[src/rtl/bsg_cell_accum_pkg.sv]
// Shared types and widths for the bsg_cell_accum ring-word consumer stage.
// Input word: {op, operand}; result word: {carry, zero, acc}.
package bsg_cell_accum_pkg;

    localparam int unsigned BSG_CELL_ACCUM_WIDTH     = 10;
    localparam int unsigned BSG_CELL_ACCUM_ACC_WIDTH = BSG_CELL_ACCUM_WIDTH - 2;

    typedef enum logic [1:0] {
        OP_LOAD = 2'b00,
        OP_ADD  = 2'b01,
        OP_XOR  = 2'b10,
        OP_EMIT = 2'b11
    } bsg_cell_accum_op_e;

    typedef struct packed {
        bsg_cell_accum_op_e                    op;
        logic [BSG_CELL_ACCUM_ACC_WIDTH-1:0]   operand;
    } bsg_cell_accum_in_s;

    typedef struct packed {
        logic                                  carry;
        logic                                  zero;
        logic [BSG_CELL_ACCUM_ACC_WIDTH-1:0]   acc;
    } bsg_cell_accum_out_s;

    function automatic bsg_cell_accum_out_s pack_result(
        input logic                                carry,
        input logic [BSG_CELL_ACCUM_ACC_WIDTH-1:0] acc
    );
        bsg_cell_accum_out_s r;
        r.carry = carry;
        r.zero  = (acc == '0);
        r.acc   = acc;
        return r;
    endfunction

endpackage

[src/rtl/bsg_cell_accum_if.sv]
// Stream bundle for bsg_cell_accum: valid/ready word input and valid/yumi result output.
// The slave modport is the accumulator's view; master is the producer/consumer side.
interface bsg_cell_accum_if
    import bsg_cell_accum_pkg::*;
#(
    parameter int width_p = BSG_CELL_ACCUM_WIDTH
);
    logic [width_p-1:0] data_i;
    logic               v_i;
    logic               ready_o;
    logic [width_p-1:0] data_o;
    logic               v_o;
    logic               yumi_i;

    modport slave  (input  data_i, v_i, yumi_i, output ready_o, data_o, v_o);
    modport master (output data_i, v_i, yumi_i, input  ready_o, data_o, v_o);
endinterface

[src/rtl/bsg_two_fifo.sv]
// Two-entry FIFO, ready-then-valid input, valid/yumi output. ready_o is registered so it
// has no path from yumi_i and is held low through reset; data_o reads zero when empty.
module bsg_two_fifo #(
    parameter int width_p = 10
) (
    input  logic               clk_i,
    input  logic               reset_n_i,
    output logic               ready_o,
    input  logic [width_p-1:0] data_i,
    input  logic               v_i,
    output logic               v_o,
    output logic [width_p-1:0] data_o,
    input  logic               yumi_i
);
    logic [1:0]         count_reg;
    logic [1:0]         count_next;
    logic               rptr_reg;
    logic               wptr_reg;
    logic               ready_reg;
    logic               push;
    logic               pop;
    logic [width_p-1:0] head;

    assign push = v_i & ready_reg;
    assign pop  = yumi_i & (count_reg != 2'd0);

    assign count_next = count_reg + {1'b0, push} - {1'b0, pop};

    genvar gi;
    generate
        for (gi = 0; gi < 2; gi++) begin : g_entry
            logic [width_p-1:0] entry_reg;
            always_ff @(posedge clk_i) begin
                if (push && (wptr_reg == 1'(gi))) begin
                    entry_reg <= data_i;
                end
            end
        end
    endgenerate

    always_ff @(posedge clk_i or negedge reset_n_i) begin
        if (!reset_n_i) begin
            count_reg <= 2'd0;
            rptr_reg  <= 1'b0;
            wptr_reg  <= 1'b0;
            ready_reg <= 1'b0;
        end else begin
            count_reg <= count_next;
            ready_reg <= (count_next != 2'd2);
            if (push) wptr_reg <= ~wptr_reg;
            if (pop)  rptr_reg <= ~rptr_reg;
        end
    end

    assign head    = rptr_reg ? g_entry[1].entry_reg : g_entry[0].entry_reg;
    assign v_o     = (count_reg != 2'd0);
    assign data_o  = v_o ? head : '0;
    assign ready_o = ready_reg;

endmodule

[src/rtl/bsg_cell_accum.sv]
// Opcode decode plus acc/carry registers; EMIT results queue in a two-entry output FIFO.
// Build option BSG_CELL_ACCUM_SAT_EN: ADD saturates at all-ones instead of wrapping.
module bsg_cell_accum
    import bsg_cell_accum_pkg::*;
#(
    parameter int width_p     = BSG_CELL_ACCUM_WIDTH,
    parameter int acc_width_p = BSG_CELL_ACCUM_ACC_WIDTH
) (
    input  logic             clk_i,
    input  logic             reset_n_i,
    bsg_cell_accum_if.slave  io
);
    generate
        if (width_p != 10 || acc_width_p != width_p - 2) begin : g_bad_width
            $error("bsg_cell_accum: width_p must be 10 and acc_width_p must be width_p-2");
        end
    endgenerate

    logic [acc_width_p-1:0] acc_reg;
    logic [acc_width_p-1:0] acc_next;
    logic                   carry_reg;
    logic                   carry_next;
    logic [acc_width_p:0]   sum;
    logic                   accept;
    logic                   emit;
    logic                   fifo_ready;
    logic                   fifo_v;
    logic [width_p-1:0]     fifo_data;
    bsg_cell_accum_in_s     word;
    bsg_cell_accum_out_s    result;

    assign word   = io.data_i;
    assign accept = io.v_i & fifo_ready;
    assign emit   = accept & (word.op == OP_EMIT);
    assign sum    = {1'b0, acc_reg} + {1'b0, word.operand};

    // EMIT reports the pre-update state; acc/carry only change on the clock edge.
    assign result = pack_result(carry_reg, acc_reg);

    always_comb begin
        acc_next   = acc_reg;
        carry_next = carry_reg;
        if (accept) begin
            case (word.op)
                OP_LOAD: begin
                    acc_next   = word.operand;
                    carry_next = 1'b0;
                end
                OP_ADD: begin
`ifdef BSG_CELL_ACCUM_SAT_EN
                    acc_next   = sum[acc_width_p] ? '1 : sum[acc_width_p-1:0];
`else
                    acc_next   = sum[acc_width_p-1:0];
`endif
                    carry_next = carry_reg | sum[acc_width_p];
                end
                OP_XOR: begin
                    acc_next   = acc_reg ^ word.operand;
                end
                default: begin
                    acc_next   = acc_reg;
                    carry_next = carry_reg;
                end
            endcase
        end
    end

    always_ff @(posedge clk_i or negedge reset_n_i) begin
        if (!reset_n_i) begin
            acc_reg   <= '0;
            carry_reg <= 1'b0;
        end else begin
            acc_reg   <= acc_next;
            carry_reg <= carry_next;
        end
    end

    bsg_two_fifo #(
        .width_p (width_p)
    ) u_out_fifo (
        .clk_i     (clk_i),
        .reset_n_i (reset_n_i),
        .ready_o   (fifo_ready),
        .data_i    (result),
        .v_i       (emit),
        .v_o       (fifo_v),
        .data_o    (fifo_data),
        .yumi_i    (io.yumi_i)
    );

    assign io.ready_o = fifo_ready;
    assign io.v_o     = fifo_v;
    assign io.data_o  = fifo_data;

endmodule

[src/flat_wrapper.sv]
// flat-port wrapper written by rule: the top's interface ports become plain ports
module bsg_cell_accum_flat import bsg_cell_accum_pkg::*;
#(
    parameter int width_p     = BSG_CELL_ACCUM_WIDTH,
    parameter int acc_width_p = BSG_CELL_ACCUM_ACC_WIDTH
)
  (clk_i, reset_n_i, io_data_i, io_v_i, io_yumi_i, io_ready_o, io_data_o, io_v_o);
  bsg_cell_accum_if #(.width_p(width_p)) io_i ();
  input  logic clk_i;
  input  logic reset_n_i;
  input wire logic [$bits(io_i.data_i)-1:0] io_data_i;
  input wire logic [$bits(io_i.v_i)-1:0] io_v_i;
  input wire logic [$bits(io_i.yumi_i)-1:0] io_yumi_i;
  output wire logic [$bits(io_i.ready_o)-1:0] io_ready_o;
  output wire logic [$bits(io_i.data_o)-1:0] io_data_o;
  output wire logic [$bits(io_i.v_o)-1:0] io_v_o;
  assign io_i.data_i = io_data_i;
  assign io_i.v_i = io_v_i;
  assign io_i.yumi_i = io_yumi_i;
  assign io_ready_o = io_i.ready_o;
  assign io_data_o = io_i.data_o;
  assign io_v_o = io_i.v_o;
  bsg_cell_accum #(.width_p(width_p), .acc_width_p(acc_width_p)) u_core (.clk_i(clk_i), .reset_n_i(reset_n_i), .io(io_i));
endmodule
[config.mk]
export PLATFORM = sky130hd
export DESIGN_NAME = bsg_cell_accum_flat
export DESIGN_NICKNAME = d
export VERILOG_FILES = /design/src/rtl/bsg_cell_accum_pkg.sv /design/src/rtl/bsg_cell_accum_if.sv /design/src/rtl/bsg_two_fifo.sv /design/src/rtl/bsg_cell_accum.sv /design/src/flat_wrapper.sv
export SDC_FILE = /design/constraint.sdc
export NUM_CORES = 1
export LEC_CHECK = 0
export ABC_AREA = 1
export CAP_MARGIN = 0
export CORE_AREA = 3 3 92 50
export CTS_CLUSTER_DIAMETER = 200
export DETAILED_ROUTE_END_ITERATION = 16
export DIE_AREA = 0 0 95 53
export PLACE_DENSITY = 0.75
export RECOVER_POWER = 25
export SETUP_SLACK_MARGIN = 0.5
export SLEW_MARGIN = 0
export SYNTH_ARGS = -nofsm -noshare
export SYNTH_HDL_FRONTEND = slang
export SYNTH_SLANG_ARGS = --single-unit
[constraint.sdc]
create_clock -name clk_i -period 1.95 [get_ports clk_i]
set_input_delay 0.4875 -clock clk_i [delete_from_list [all_inputs] [get_ports clk_i]]
set_output_delay 0.4875 -clock clk_i [all_outputs]
set_load 0.005 [all_outputs]
# --- Word-level counts from Yosys, hierarchy flattened ---
# Cells that the tools add are included.
totals:
  output_inout_bits: 12
  ff_bits: 34
  inputBits: 14
  wordCells: 36
classes:
  n_reduce_logical: 9
  mux: 4
  n_bitwise: 8
  eq_ne: 4
  addsub: 3
op_table:
  columns: ["cell", "count"]
  rows:
  - ["$pmux 8 s3", 1]
  - ["$mux 10", 2]
  - ["$add 8x8->9", 1]
  - ["$logic_not 8->1", 1]
  - ["$xor 8x8->8", 1]
  - ["$and 1x1->1", 4]
  - ["$eq 2x2->1 const B", 2]
  - ["$reduce_and 2->1", 2]
  - ["$reduce_bool 2->1", 2]
  - ["$reduce_bool 3->1", 1]
  - ["$add 2x1->2", 1]
  - ["$eq 2x1->1 const B", 1]
  - ["$logic_and 1x1->1", 2]
  - ["$logic_not 2->1", 1]
  - ["$ne 2x2->1 const B", 1]
  - ["$not 1->1", 2]
  - ["$pmux 1 s2", 1]
  - ["$sub 2x1->2", 1]
  - ["$or 1x1->1", 1]

# --- Longest topological paths before layout ---
# Gate-level depths: netlist (run 1).
logic_depth:
  word_depth: 6
  mapped_depth: 11
  mapped_depth_nobuf: 11

# --- Hierarchy ---
# Synthesis (run 1) repeated with hierarchy kept, for this count alone.
unflattened:
  hier_cells: 231
  hier_area_um2: 1988.2
modules_own_cells:
  columns: ["mod", "area_per_inst_um2", "n_inst", "cells_per_inst", "seq_area_each_um2"]
  rows:
  - ["bsg_two_fifo", 1028.5, 1, 85, 725.7]
  - ["bsg_cell_accum", 959.7, 1, 146, 225.2]

# --- Worst setup path after synthesis (run 1) ---
# OpenSTA, ideal clock, no wires.
synth_path:
  kind: "input-to-reg"
  from: "input port io_data_i[0]"
  to: "register u_core.carry_reg"
  n_path_buf: 0
  path_stages: 9
  t_required_ns: 1.832
  setup_ns: 0.118
  arrival_ns: 1.611
  slack_ns: 0.221
  cell_sequence: "ha_1 fa_1 nand2_1 nand2_1 and2_1 nand3b_1 nand2_1 a21oi_1 nor2_1"
synth_between:
  elab_chain_cells: 3
synth_rtl:
  columns: ["element", "line_no", "rtl"]
  rows:
  - ["start: declaration", "flat_wrapper.sv:11", "input wire logic [$bits(io_i.data_i)-1:0] io_data_i;"]
  - ["$add 8x8->9", "bsg_cell_accum.sv:35", "assign sum = {1'b0, acc_reg} + {1'b0, word.operand};"]
  - ["$or 1x1->1", "bsg_cell_accum.sv:55", "carry_next = carry_reg | sum[acc_width_p];"]
  - ["$pmux 1 s2", "bsg_cell_accum.sv:44", "case (word.op)"]
  - ["end signal: assignment", "bsg_cell_accum.sv:74", "carry_reg <= carry_next;"]
  - ["end: declaration", "bsg_cell_accum.sv:21", "logic carry_reg;"]
# Every way passes these cells.
# A chain may end at the register's enable or synchronous reset.

# --- Final worst setup path (run 1) ---
layout_path:
  from: "register u_core.u_out_fifo.count_reg[1]"
  to: "output port io_data_o[4]"
layout_between:
  elab_chain_cells: 2
layout_rtl:
  columns: ["element", "line_no", "rtl"]
  rows:
  - ["start: declaration", "bsg_two_fifo.sv:15", "logic [1:0] count_reg;"]
  - ["start signal: assignment", "bsg_two_fifo.sv:48", "count_reg <= count_next;"]
  - ["$reduce_bool 2->1", "bsg_two_fifo.sv:56", "assign v_o = (count_reg != 2'd0);"]
  - ["$mux 10", "bsg_two_fifo.sv:57", "assign data_o = v_o ? head : '0;"]
  - ["end: declaration", "flat_wrapper.sv:15", "output wire logic [$bits(io_i.data_o)-1:0] io_data_o;"]
# Every way passes these cells.

==> results.yml, run 1 <==
grt:
  antenna_found_initial: 0
  track_usage_pct: 22.09
  grt_max_degree: 15
  first_global_vias: 1689
  grt_first_pass_wirelength_mm: 8.266
  grt-ovfl-total: 0
layout:
  n_antenna_cell: 0
  final_area_um2: 2947
  utilization_pct: 76.26
  regArea_um2: 957.2
  layout-drive-gt1-share_pct: 42.05
  syn_to_final_growth_pct: 54.83
  final_nets: 311
  fillCellCount: 242
  multi_input_area_um2: 1175
  largest_reg_flops: 20
power_and_ir_drop:
  p_switching_w: 0.001607
  power_density_nw_per_um2: 1376
  power_frac_comb_pct: 57.3
  p_leak_nw: 1.301
  p_int_w: 0.002448
  pwr-share-clk_pct: 12.8
  pwr-share-seq_pct: 29.9
  ir_worst_vdd_v: 0.0005167
  swShare_pct: 39.63
synth:
  ys_warn_count: 0
  seq_area_frac_synth_pct: 49.97
  synth_cells: 218
  avgSynthCellArea_um2: 8.730
  netlist_area_um2: 1903
  ys_top_cells_by_area: "edfxtp_1 (32%), dfrtp_1 (18%), nand2_1 (13%)"
  synth.largest_area_cell: "edfxtp_1"
  synth_nets: 247
  ys_seq_elements: 34
  synthDistinctLibCells: 27
  synth.top_cell.area_share_pct: 31.56
floorplan:
  core_um2: 3864
  initial_core_util_pct: 49.26
  boundaryPins: 26
  die_area_um2: 5035
  row_count: 16
  die_h_um: 53
  die_w_um: 95
timing:
  fmax_ghz: 0.5820
  skew_ns: 0.006459
  setup_viol: 0
  final_max_slew_viol_count: 0
  hold_slack_ns: 0.5080
  period_share_pct: 88.11
  relSlewSlack_pct: 53.59
  rsz0062_at_grt: "true"
  tightest_slew_ns: 0.6939
  hold_viol: 0
  layout_min_cycle_time_ns: 1.718
clocking:
  clockBufferDepth: 2
  clk_pin_slew_ns: 0.07
  ctsHoldBuffers: 0
  cts.sinks: 34
  clockRootBuffer: "clkbuf_8"
  cts_buffers: 5
  cts_tree: "built"
  clk_latency_ns: 0.28
  htreeDepth: 2
worst_setup_path:
  worst-path-buf-inv: 3
  path_cells: "nor2_2 > buf_6 > buf_12 > a21oi_2 > buf_2"
  slowest_stage: "dfrtp_1"
  cp-start-kind: "flop"
  end_kind: "output port"
  crit_type: "reg2out"
  critical_path_required_ns: 1.46
  crit_family: "flip-flops"
  cp_slowest_stage_delay_ns: 0.38
  worstPathMaxFanout: 6
  arrival_ns: 1.23
status:
  outcome: "complete, no violations"
placed_design:
  place_area_um2: 2454
  io_buffers: 25
  post-dp-hpwl_mm: 3.311
  gp_congestion: 0.8614
route:
  ant_nets: 0
  viasPerCell: 5.249
  drt-total-wl_mm: 5.428
  via_count: 1769
  drc_errors: 0
  avgRoutedWirePerCell_um: 16.11
  first_pass_iters: 5
  drtIter0Drc: 111
flow_run:
  max_cap_violations: 0
min_path:
  worst_hold_path_type: "reg2reg"
## power groups by stage
stage | logic, W | registers (W) | clock network, W
after CTS | 0.00204 | 0.00120 | 0.000527
after global placement | 0.00156 | 0.00118 | 0
after floorplan | 0.00100 | 0.00113 | 0
after detailed placement | 0.00162 | 0.00121 | 0
after global routing | 0.00252 | 0.00123 | 0.000560
final | 0.00232 | 0.00121 | 0.000519
## layout by cell type, fill, tap and decap left out, types with 5 or more instances in the layout
| cell | count |
|---|---|
| nand2_2 | 7 |
| a21oi_1 | 13 |
| nor2_1 | 13 |
| nand3_1 | 6 |
| nand2_4 | 5 |
| inv_1 | 17 |
| dfrtp_2 | 5 |
| clkbuf_1 | 5 |
| ha_4 | 11 |
| edfxtp_1 | 20 |
| buf_6 | 10 |
| clkbuf_8 | 6 |
| buf_2 | 11 |
| dfrtp_1 | 9 |
| nand2_1 | 55 |
| a21oi_2 | 9 |
| buf_4 | 19 |
## kinds of logic (layout without fill, tap and decap cells)
logic type	after synthesis	in the layout	share of synthesized area [%]
compound gates	34	34	9.533
xor+xnor	4	4	1.841
fa+ha+maj	15	15	10.26
buf+inv	28	93	6.311
flops	34	34	49.97
simple gates	103	103	22.09
## final cells by class
type | instances | area share, %
tap | 54 | 2.293
sequential | 34 | 32.48
inverter | 22 | 3.142
clock buffer | 7 | 2.930
multi-input combinational | 156 | 39.87
timing repair buffer | 63 | 19.11
clock inverter | 1 | 0.1699
## path summary, 6_finish.rpt
kind | from | endpoint | cells after the start | slack (ns)
worst max-delay path | u_core.u_out_fifo.count_reg[1] | io_data_o[4] | 5 | 0.23
worst min-delay path | u_core.carry_reg | u_core.u_out_fifo.g_entry[0].entry_reg[9] | 0 | 0.51
worst max register to register | u_core.u_out_fifo.count_reg[0] | u_core.u_out_fifo.ready_o | 10 | 0.24
worst min register to register | u_core.carry_reg | u_core.u_out_fifo.g_entry[0].entry_reg[9] | 0 | 0.51
max in group asynchronous | reset_n_i | u_core.acc_reg[2] | 1 | 0.77
min in group asynchronous | reset_n_i | u_core.u_out_fifo.count_reg[0] | 1 | 0.69
## synth_stat cells
cell type,count
a21oi_1,23
nor2_1,19
clkinv_1,1
buf_6,1
nor4_1,2
buf_2,2
o211ai_1,2
o21a_1,1
edfxtp_1,20
nand3_1,9
nand3b_1,2
buf_4,1
o21ai_1,3
inv_1,21
nand2_1,67
o21ai_0,4
xnor2_1,2
dfrtp_1,14
and3_1,1
and2_1,2
clkbuf_1,1
ha_1,14
nor2_2,1
a221oi_1,1
xor2_1,2
clkbuf_2,1
fa_1,1
## metal layers
layer	vias to the layer above	track usage, %	wire (um)
met4	0	6.459	71
met5	-	0	0
met3	8	2.557	271
met1	854	28.25	2300
li1	849	-	-
met2	58	39.91	2785
## through the flow
stage / setup WS, ns / power [W] / TNS (ns) / cells
finish: 0.2319 / 0.004054 / 0 / 337
CTS: 0.2560 / 0.003773 / 0 / 333
detailed placement: -0.2606 / 0.002824 / -2.509 / 307
floorplan: 0.3138 / 0.002135 / 0 / 218
global placement: -0.2379 / 0.002739 / -1.846 / 307
global route: 0.1761 / 0.004311 / 0 / 337
## timing repair
item,4_1_cts,5_1_grt
pin swaps,25,13
setup buffers,16,4
resized for setup,111,32
gates cloned,2,0
hold endpoints to repair,0,0
endpoints found under the setup margin,44,32
Note: power is estimated with default switching activity, not from simulation.
==> run 2: changes to the inputs <==
--- a/config.mk
+++ b/config.mk
@@ -5,13 +5,12 @@
 export SDC_FILE = /design/constraint.sdc
 export NUM_CORES = 1
 export LEC_CHECK = 0
-export ABC_AREA = 1
 export CAP_MARGIN = 0
-export CORE_AREA = 3 3 92 50
+export CORE_AREA = 3 3 66 68
 export CTS_CLUSTER_DIAMETER = 200
 export DETAILED_ROUTE_END_ITERATION = 16
-export DIE_AREA = 0 0 95 53
-export PLACE_DENSITY = 0.75
+export DIE_AREA = 0 0 69 71
+export PLACE_DENSITY = 0.74
 export RECOVER_POWER = 25
 export SETUP_SLACK_MARGIN = 0.5
 export SLEW_MARGIN = 0
==> run 2 against run 1 <==
Compared with the run above:
- setup slack worse by 0.13 ns
- via count shrank 12%
- non-clock buffer count grew 7
- area after synthesis shrank 1.8%
- maximum frequency is 6.9% lower
- clock-buffer cell count decreased by 2
- worst hold slack gained 0.0065 ns
- global-route usage decreased by 2.0 points
- total power decreased by 1.7%
- flip-flop and latch count is the same
- largest cell class unchanged
- largest power group unchanged
==> results.yml, run 2 <==
status:
  outcome: "complete, no violations"
layout:
  layout-drive-gt1-share_pct: 45.76
  syn_to_final_growth_pct: 54.39
  multi_input_area_um2: 1151
  final_nets: 264
  final_cell_mix: "buf_4 (26), edfxtp_1 (20), nor2_1 (18)"
  final_common_cell: "buf_4"
  fillCellCount: 269
  largest_reg_flops: 20
  regArea_um2: 954.7
  final_area_um2: 2884
  n_antenna_cell: 0
  instances_no_fill: 286
worst_setup_path:
  path_cells: "ha_4 > fa_2 > nand3_2 > nand2_2 > a31o_4 > a2111oi_4 > nor3_2"
  end_kind: "flop"
  crit_type: "reg2reg"
  reg2reg_depth: 7
  cp-start-kind: "flop"
  r2r-start: "u_core.acc_reg[0]"
  ff2ff_setup_slack_ns: 0.11
  r2r-end: "u_core.carry_reg"
  critical_path_required_ns: 2.10
  worst-path-buf-inv: 0
  slowest_stage: "dfrtp_1"
  cp_slowest_stage_delay_ns: 0.41
  arrival_ns: 2.00
  crit_family: "adder cells"
  worstPathMaxFanout: 3
timing:
  hold_viol: 0
  tightest_slew_ns: 0.6474
  fmax_ghz: 0.5421
  rsz0062_at_grt: "true"
  finalSetupTns_ns: 0
  hold_slack_ns: 0.5145
  period_share_pct: 94.60
  setup_viol: 0
  skew_ns: 0.007554
  relSlewSlack_pct: 56.69
  layout_min_cycle_time_ns: 1.845
  final_max_slew_viol_count: 0
route:
  ant_nets: 0
  avgRoutedWirePerCell_um: 15.75
  drc_errors: 0
  viasPerCell: 5.444
  drt-total-wl_mm: 4.505
  via_count: 1557
  drtIter0Drc: 103
  first_pass_iters: 4
floorplan:
  die_w_um: 69
  core_um2: 3914
  die_area_um2: 4899
  initial_core_util_pct: 47.73
  boundaryPins: 26
  die_h_um: 71
  row_count: 23
clocking:
  clockRootBuffer: "clkbuf_8"
  clockBufferDepth: 2
  cts_tree: "built"
  clk_latency_ns: 0.28
  htreeDepth: 2
  cts.sinks: 34
  clk_pin_slew_ns: 0.07
  cts_buffers: 5
placed_design:
  gp_congestion: 0.9059
  io_buffers: 25
  placedCellCount: 255
  place_area_um2: 2474
  post-dp-hpwl_mm: 3.041
min_path:
  hp-start: "io_data_i[0]"
  hold_path_end: "u_core.acc_reg[0]"
  worst_hold_path_type: "in2reg"
  whs_path_depth: 3
synth:
  ys_seq_elements: 34
  synth_nets: 194
  seq_area_frac_synth_pct: 50.90
  synth_commonest_cells: "nor2_1 (24), edfxtp_1 (20), dfrtp_1 (14), ha_1 (14), mux2i_1 (10)"
  netlist_area_um2: 1868
  synthMostInstantiatedCell: "nor2_1"
  async_flop_share_pct: 41.18
  synth_ff_type: "edfxtp_1"
  synth.top_cell.area_share_pct: 32.15
  synth_cells: 165
  avgSynthCellArea_um2: 11.32
  ys_top_cells_by_area: "edfxtp_1 (32%), dfrtp_1 (19%), ha_1 (9.4%)"
  synth-edff-count: 20
  synth.largest_area_cell: "edfxtp_1"
  synthDistinctLibCells: 36
  ys_warn_count: 0
grt:
  grt_max_degree: 17
  first_global_vias: 1609
  grt-ovfl-total: 0
  track_usage_pct: 20.09
  antenna_found_initial: 0
  grt_first_pass_wirelength_mm: 7.852
power_and_ir_drop:
  ir_worst_vdd_v: 0.0006978
  power_density_nw_per_um2: 1381
  p_leak_nw: 1.152
  p_total_w: 0.003984
flow_run:
  max_cap_violations: 0
==> run 2: cell count changes in the layout (fill, tap and decap cells not counted), sizes merged, moves of 4 or more <==
cell	previous run	this run
o211ai	2	6
nand2	67	8
nor2b	0	5
clkbuf	13	8
a21oi	23	2
buf	45	54
nor2	20	24
inv	21	5
mux2i	0	10
nand3	9	4
==> run 2: timing repair <==
item                                    4_1_cts  5_1_grt
setup buffers                                18        5
gates resized for setup                      98       18
pin swaps                                    18       18
endpoints found under the hold margin         0        0
hold buffers                                  0        0
endpoints found under the setup margin       44       25
==> run 2: worst max-delay path by stage <==
| stage | start | endpoint | slack [ns] | depth (start not counted) |
|---|---|---|---|---|
| after floorplan | io_data_i[0] | u_core.carry_reg | 0.11 | 7 |
| after global placement | io_data_i[0] | u_core.carry_reg | -0.46 | 8 |
| after detailed placement | io_data_i[0] | u_core.carry_reg | -0.52 | 8 |
| after CTS | u_core.u_out_fifo.rptr_reg | io_data_o[5] | 0.08 | 5 |
| after global routing | u_core.acc_reg[0] | u_core.carry_reg | 0.03 | 7 |
| final | u_core.acc_reg[0] | u_core.carry_reg | 0.11 | 7 |
==> run 2: worst register-to-register path, stage by stage, from the launching register on <==
cell and delay (ns):
dfrtp_1 0.41, ha_4 0.18, fa_2 0.36, nand3_2 0.09, nand2_2 0.06, a31o_4 0.23
a2111oi_4 0.30, nor3_2 0.07
==> run 2: through the flow <==
stage                     worst slack, ns  utilization [%]
final                              0.1053            73.69
after CTS                         0.07788            71.61
after floorplan                    0.1124                -
after global placement            -0.4565            63.20
after detailed placement          -0.5237            63.20
after global routing              0.02549            73.69
==> run 2: cell families after synthesis <==
group | Yosys count | synth area share (%)
buffers and inverters | 12 | 2.612
XOR/XNOR | 7 | 3.282
multiplexers | 10 | 5.359
flip-flops | 34 | 50.90
adder cells (fa/ha/maj) | 15 | 10.45
AND/OR/NAND/NOR | 51 | 12.66
AO/OA/AOI/OAI | 36 | 14.74
==> run 2: metal layers <==
metal  up-vias  track usage, %  part of all wire, %
li1        748               -                    -
met2        44           37.29                   55
met3         8           3.409                  3.4
met4         0           7.158                  1.9
met1       757           23.29                   40
met5         -               0                    0
==> run 2: area by class of cell <==
cell class	instances	share of cell area, %
tap	50	2.169
clock inverter	3	0.5640
sequential	34	33.10
clock buffer	5	2.386
multi-input combinational	119	39.91
inverter	5	0.6508
timing repair buffer	70	21.21
==> run 2: report_power, final <==
part	internal (W)	switching [W]
Clock	0.000244	0.000238
Combinational	0.00132	0.000985
Sequential	0.000990	0.000210
==> run 3: changes to the inputs <==
--- a/config.mk
+++ b/config.mk
@@ -8,6 +8,7 @@
 export CAP_MARGIN = 0
 export CORE_AREA = 3 3 66 68
 export CTS_CLUSTER_DIAMETER = 200
+export CTS_CLUSTER_SIZE = 24
 export DETAILED_ROUTE_END_ITERATION = 16
 export DIE_AREA = 0 0 69 71
 export PLACE_DENSITY = 0.74
==> results of run 3 <==
Same layout as run 2: the final DEF is identical, and so are final timing and power.
